[config.mk]
export PLATFORM = sky130hd
export DESIGN_NAME = ahb_apb_bridge_ctrl
export DESIGN_NICKNAME = d
export VERILOG_FILES = /design/src/rtl/ahb_apb_bridge_ctrl.sv
export SDC_FILE = /design/constraint.sdc
export NUM_CORES = 1
export LEC_CHECK = 0
export CELL_PAD_IN_SITES_DETAIL_PLACEMENT = 1
export CELL_PAD_IN_SITES_GLOBAL_PLACEMENT = 1
export CORE_MARGIN = 1.5
export CORE_UTILIZATION = 27
export CTS_CLUSTER_SIZE = 12
export DETAILED_ROUTE_END_ITERATION = 12
export PLACE_DENSITY = 0.85
export SLEW_MARGIN = 40
export SYNTH_ARGS = -nofsm -noshare
export SYNTH_HDL_FRONTEND = slang
export SYNTH_SLANG_ARGS = --single-unit
[constraint.sdc]
create_clock -name Hclk -period 1.7 [get_ports Hclk]
set_input_delay 0.255 -clock Hclk [delete_from_list [all_inputs] [get_ports Hclk]]
set_output_delay 0.255 -clock Hclk [all_outputs]
set_load 0.005 [all_outputs]
[src/rtl/ahb_apb_bridge_ctrl.sv]
// AHB-to-APB bridge controller: one AHB beat becomes one APB SETUP/ACCESS transfer.
// Define BRIDGE_PREADY_EN to add the PREADY port and allow APB wait states.
module ahb_apb_bridge_ctrl (
  input  logic        Hclk,
  input  logic        Hreset,
  input  logic        HSEL,
  input  logic [1:0]  HTRANS,
  input  logic        HREADY,
  input  logic        HWRITE,
  input  logic [31:0] HADDR,
  input  logic [31:0] HWDATA,
  output logic        HREADYOUT,
  output logic [31:0] HRDATA,
  output logic        PSEL,
  output logic        PENABLE,
  output logic        PWRITE,
  output logic [31:0] PADDR,
  output logic [31:0] PWDATA,
`ifdef BRIDGE_PREADY_EN
  input  logic        PREADY,
`endif
  input  logic [31:0] PRDATA
);

  localparam logic [1:0] HTRANS_NONSEQ = 2'b10;
  localparam logic [1:0] HTRANS_SEQ    = 2'b11;

  typedef enum logic [1:0] {
    ST_IDLE   = 2'd0,
    ST_WDATA  = 2'd1,
    ST_SETUP  = 2'd2,
    ST_ACCESS = 2'd3
  } state_t;

  state_t state;
  state_t state_nxt;

  logic valid_c;
  logic access_done_c;
  logic hreadyout_nxt;
  logic psel_nxt;
  logic penable_nxt;

  assign valid_c = HSEL & HREADY & (HTRANS inside {HTRANS_NONSEQ, HTRANS_SEQ});

`ifdef BRIDGE_PREADY_EN
  assign access_done_c = PREADY;
`else
  assign access_done_c = 1'b1;
`endif

  // State register
  always_ff @(posedge Hclk) begin
    if (Hreset) state <= ST_IDLE;
    else        state <= state_nxt;
  end

  // Next-state logic
  always_comb begin
    state_nxt = state;
    case (state)
      ST_IDLE:   if (valid_c) state_nxt = HWRITE ? ST_WDATA : ST_SETUP;
      ST_WDATA:  state_nxt = ST_SETUP;
      ST_SETUP:  state_nxt = ST_ACCESS;
      ST_ACCESS: if (access_done_c) state_nxt = ST_IDLE;
      default:   state_nxt = ST_IDLE;
    endcase
  end

  // Control outputs are pre-decoded from the next state so they leave a flop
  always_comb begin
    hreadyout_nxt = 1'b0;
    psel_nxt      = 1'b0;
    penable_nxt   = 1'b0;
    case (state_nxt)
      ST_IDLE:   hreadyout_nxt = 1'b1;
      ST_SETUP:  psel_nxt      = 1'b1;
      ST_ACCESS: begin
        psel_nxt    = 1'b1;
        penable_nxt = 1'b1;
      end
      default: ;
    endcase
  end

  // Output and datapath registers
  always_ff @(posedge Hclk) begin
    if (Hreset) begin
      HREADYOUT <= 1'b1;
      PSEL      <= 1'b0;
      PENABLE   <= 1'b0;
      PWRITE    <= 1'b0;
      PADDR     <= 32'h0;
      PWDATA    <= 32'h0;
      HRDATA    <= 32'h0;
    end else begin
      HREADYOUT <= hreadyout_nxt;
      PSEL      <= psel_nxt;
      PENABLE   <= penable_nxt;
      if (state == ST_IDLE && valid_c) begin
        PADDR  <= HADDR;
        PWRITE <= HWRITE;
      end
      if (state == ST_WDATA) PWDATA <= HWDATA;
      if (state == ST_ACCESS && access_done_c && !PWRITE) HRDATA <= PRDATA;
    end
  end

endmodule

==> metrics.yaml, run 1 <==
place_area_um2: 5910
cts_tree: "done"
hold_path.class: "reg -> reg"
yosysUniqueCellTypes: 28
multi_input_area_um2: 1500
syn_area_per_cell_um2: 8.89
maxCapViolCount: 0
grt_pass1_vias: 3752
grt_pass1_wl_mm: 18.7
syn_to_final_growth_pct: 66.4
required_ns: 1.44
vias: 3561
holdWs_ns: 0.455
worst_setup_path_start_kind: "flip-flop"
die_area_um2: 14500
irDropWorstVdd_mv: 0.467
tns_ns: 0
drtPass1Iterations: 4
design_area_um2: 6200
async_flop_share_pct: 0
synth_edf_count: 0
totalWireLength_mm: 12.0
fin_nets: 719
synth.ff_latch_count: 102
grt_usage_pct: 16.3
holdBufCountCts: 0
ant_nets: 0
synth_top_cell_by_area: "dfxtp_1"
clk_latency_ns: 0.34
die_h_um: 120
ios: 203
yosysMostFrequentCell: "nand2_1"
gp_congestion: 0.731
rsz0062_at_grt: "false"
slowest_delay_ns: 0.55
final.setup_skew_ns: 0.00438
synth_area_um2: 3730
cts_resized: 0
core_um2: 13300
portBuffers: 201
yosysSeqAreaShare_pct: 54.8
critPathSlowestCell: "clkdlybuf4s50_1"
drcViolationCount: 0
final_core_util_pct: 46.4
synth_nets: 527
numCtsBuffers: 9
antenna_cells: 0
synth_area_leaders: "dfxtp_1, nand2_1, mux2i_1"
n_fill_cell: 1529
yosys_warnings: 0
fmax_mhz: 647
finalSetupViolCount: 0
vias_per_cell: 4.51
die_w_um: 120
power_density_nw_per_um2: 835
initial_utilization_pct: 27.9
dpl.hpwl_mm: 8.91
path_cells: "clkdlybuf4s50_1"
leakage_uw: 0.00212
htree_levels: 3
netlist.area_leader.share_pct: 54.8
status: "completed"
grt_max_degree: 103
drive_above_1_share_pct: 5.87
maxSlewHeadroom_pct: 69.3
drt-initial-drc-count: 85
syn_inst: 419
rows: 42
cp_max_fo: 4
clkSinkCount: 102
antenna_found_initial: 0
crit_buf_inv: 1
critPathArrivalTime_ns: 1.29
path_clk_slew_ns: 0.06
ys.flop_type: "dfxtp_1"
drv_slew: 0
hold_viol_final: 0
post_cts_buffers: 0
cts_max_path_buffers: 2
wl_per_cell_um: 15.2
cp_top_family: "buffers and inverters"
ff_latch_area_um2: 2040
worst_pin_slew_ns: 0.461
fin_crit_ns: 1.55
fin_crit_sh_pct: 90.9
cp-end-kind: "output pin"
grt-ovfl-total: 0
synth_common_cells: "nand2_1, dfxtp_1, a21oi_1, mux2i_1, nor2_1"
path_class: "reg -> out"
ctsRootBufferMaster: "clkbuf_16"
## layout make-up
type / count / share of cell area [%]
Tap cell: 176 / 3.55
Clock buffer: 11 / 3.75
Timing Repair Buffer: 211 / 34.4
Sequential cell: 102 / 32.9
Clock inverter: 2 / 0.969
Multi-Input combinational cell: 285 / 24.2
Inverter: 2 / 0.121
## cells by family (layout without fill, tap and decap cells)
kind of cell / count (synthesis) / in the layout / synth area share [%]
simple gates: 173 / 173 / 18.3
compound gates: 74 / 74 / 11.2
flops: 102 / 102 / 54.8
mux: 33 / 33 / 9.00
buf+inv: 32 / 226 / 5.04
fa+ha+maj: 5 / 5 / 1.68
## power by group
| part | switching, uW | internal [uW] | total, uW |
|---|---|---|---|
| clock network | 842 | 1270 | 2110 |
| registers | 32.1 | 2450 | 2480 |
| logic | 210 | 377 | 587 |
## state kept, by name, indices dropped and copies added (netlist names)
signal / flops
state: 2
PENABLE: 1
PWRITE: 1
PWDATA: 32
HRDATA: 32
HREADYOUT: 1
PADDR: 32
PSEL: 1
## through the flow
| step | total power, uW | cells | worst slack, ns |
|---|---|---|---|
| 2_1_floorplan | 2720 | 419 | 0.257 |
| 3_3_place_gp | 3100 | 776 | 0.0998 |
| 3_5_place_dp | 3130 | 776 | 0.0341 |
| 4_1_cts | 5270 | 789 | 0.119 |
| 5_1_grt | 5390 | 789 | 0.0900 |
| 6_report | 5180 | 789 | 0.155 |
## final timing paths
| kind | startpoint | end | slack, ns | depth (start not counted) |
|---|---|---|---|---|
| max | PWRITE | PWRITE | 0.15 | 1 |
| min | HRDATA[19] | HRDATA[19] | 0.46 | 2 |
| max reg2reg | state[1] | PENABLE | 0.21 | 5 |
| min reg2reg | HRDATA[19] | HRDATA[19] | 0.46 | 2 |
## layout by cell type, fill, tap and decap left out, types with 2 or more instances in the layout
| master | n |
|---|---|
| clkbuf_16 | 9 |
| a21oi_1 | 62 |
| buf_12 | 4 |
| clkdlybuf4s50_1 | 200 |
| nand2b_1 | 3 |
| a21oi_2 | 7 |
| ha_1 | 4 |
| inv_1 | 2 |
| nand2_1 | 132 |
| mux2i_1 | 32 |
| clkbuf_1 | 2 |
| bufinv_16 | 2 |
| dfxtp_1 | 102 |
| buf_4 | 7 |
| nor2_1 | 32 |
## worst reg2reg max path, cell delays in order (launching register included)
cell	delay (ns)
dfxtp_1	0.44
inv_1	0.13
ha_1	0.21
nor3b_2	0.16
a311oi_1	0.34
a2111oi_2	0.08
## routing by layer
layer | part of all wire (%) | track usage (%) | wire [um]
met5 | 0 | 0 | 0
met4 | 2.0 | 7.06 | 242
met3 | 7.2 | 4.15 | 870
met2 | 51 | 30.0 | 6150
met1 | 40 | 17.5 | 4760
Power figures use the tool's default switching activity.
==> inputs of run 2 (changes only) <==
--- a/config.mk
+++ b/config.mk
@@ -12,6 +12,7 @@
 export CTS_CLUSTER_SIZE = 12
 export DETAILED_ROUTE_END_ITERATION = 12
 export PLACE_DENSITY = 0.85
+export RECOVER_POWER = 100
 export SLEW_MARGIN = 40
 export SYNTH_ARGS = -nofsm -noshare
 export SYNTH_HDL_FRONTEND = slang
==> metrics.yaml, run 2 (synthesis gave the netlist of run 1 again) <==
status: "completed"
cp_top_family: "buffers and inverters"
maxCapViolCount: 0  # unchanged
ios: 203  # unchanged
final_core_util_pct: 46.1  # -0.35 points
fin_nets: 719  # unchanged
cp_max_fo: 4  # unchanged
vias: 3546  # -0.42%
design_area_um2: 6150  # -0.75%
cts_resized: 0  # unchanged
drt-initial-drc-count: 87  # +2.4%
die_area_um2: 14500  # unchanged
drv_slew: 0  # unchanged
cp-end-kind: "output pin"
grt_max_degree: 103  # unchanged
final_cell_mix: "nand2_1, dfxtp_1, clkdlybuf4s50_1, dlygate4sd3_1, a21oi_1"
irDropWorstVdd_mv: 0.467  # about the same
stdcell_count: 789  # unchanged
cts_tree: "done"
tns_ns: 0  # unchanged
cts_max_path_buffers: 2  # unchanged
die_w_um: 120  # unchanged
clkSinkCount: 102  # unchanged
numCtsBuffers: 9  # unchanged
fin_crit_ns: 1.54  # -0.00196 ns
grt-ovfl-total: 0  # unchanged
portBuffers: 201  # unchanged
drtPass1Iterations: 4  # unchanged
crit_buf_inv: 1  # unchanged
multi_input_area_um2: 1480  # -1.5%
ctsRootBufferMaster: "clkbuf_16"
rows: 42  # unchanged
grt_pass1_wl_mm: 18.7  # unchanged
hold_path.class: "in -> reg"
reg_top3: "HRDATA (32), PADDR (32), PWDATA (32)"
path_clk_slew_ns: 0.06  # about the same
initial_utilization_pct: 27.9  # unchanged
vias_per_cell: 4.49  # -0.42%
critPathSlowestCell: "clkdlybuf4s50_1"
core_um2: 13300  # unchanged
fmax_mhz: 648  # +0.13%
hold_viol_final: 0  # unchanged
htree_levels: 3  # unchanged
slowest_delay_ns: 0.55  # about the same
post_cts_buffers: 0  # unchanged
maxSlewHeadroom_pct: 69.8  # +0.53 points
worst_setup_path_start_kind: "flip-flop"
required_ns: 1.44  # about the same
place_area_um2: 5910  # unchanged
dpl.cell_count: 776  # unchanged
gp_congestion: 0.731  # unchanged
grt_pass1_vias: 3752  # unchanged
antenna_found_initial: 0  # unchanged
drive_above_1_share_pct: 4.73  # -1.1 points
dpl.hpwl_mm: 8.91  # unchanged
power_density_nw_per_um2: 835  # about the same
finalSetupViolCount: 0  # unchanged
rsz0062_at_grt: "false"
path_class: "reg -> out"
worst_pin_slew_ns: 0.453  # -0.00795 ns
leakage_uw: 0.00244  # +15%
wl_per_cell_um: 15.1  # -0.67%
critPathArrivalTime_ns: 1.29  # about the same
fin_crit_sh_pct: 90.8  # -0.12 points
clk_latency_ns: 0.34  # about the same
place_ws_ns: 0.0341  # unchanged
final.setup_skew_ns: 0.00456  # +0.000173 ns
ant_nets: 0  # unchanged
syn_to_final_growth_pct: 65.1
path_cells: "clkdlybuf4s50_1"
finalWorstSetupSlack_ns: 0.157  # +0.00196 ns
totalWireLength_mm: 11.9  # -0.67%
die_h_um: 120  # unchanged
drcViolationCount: 0  # unchanged
grt_usage_pct: 16.3  # unchanged
holdBufCountCts: 0  # unchanged
n_fill_cell: 1535  # +0.39%
mostFrequentLayoutCell: "nand2_1"
ff_latch_area_um2: 2040  # unchanged
antenna_cells: 0  # unchanged
[run 2: cell types whose count changed in the layout (fill, tap and decap cells not counted), moves of 2 or more]
cell and delta:
buf_4 -2, a21oi_1 +4, buf_6 +2, buf_12 -2, dlygate4sd3_1 +99, a21oi_2 -4
clkdlybuf4s50_1 -99
[run 2: final timing paths]
path | from | end | cells after the start | slack (ns)
max | PWRITE | PWRITE | 1 | 0.16
min | Hreset | HRDATA[5] | 3 | 0.45
max reg2reg | state[1] | PWDATA[16] | 5 | 0.16
min reg2reg | HRDATA[19] | HRDATA[19] | 2 | 0.45
[run 2: layer usage]
layer	up-vias	GRT usage (%)	share of wire, %
li1	1743	-	-
met4	0	7.06	1.8
met2	122	30.0	52
met1	1667	17.5	39
met3	14	4.15	7.0
met5	-	0	0
[run 2: area by class of cell]
cell class / count / share of cell area, %
clock buffer: 11 / 3.78
clock inverter: 2 / 0.976
inverter: 2 / 0.122
multi-input combinational: 285 / 24.0
sequential: 102 / 33.2
tap: 176 / 3.58
timing repair buffer: 211 / 34.3
[run 2: power breakdown]
part           switching (uW)  internal (uW)
Clock                     836           1270
Sequential               29.5           2450
Combinational             207            351
[run 2: through the flow]
step / hold slack [ns] / power (uW)
global route: 0.464 / 5350
global placement: 0.442 / 3100
floorplan: 0.391 / 2720
CTS: 0.443 / 5270
finish: 0.446 / 5140
detailed placement: 0.449 / 3130
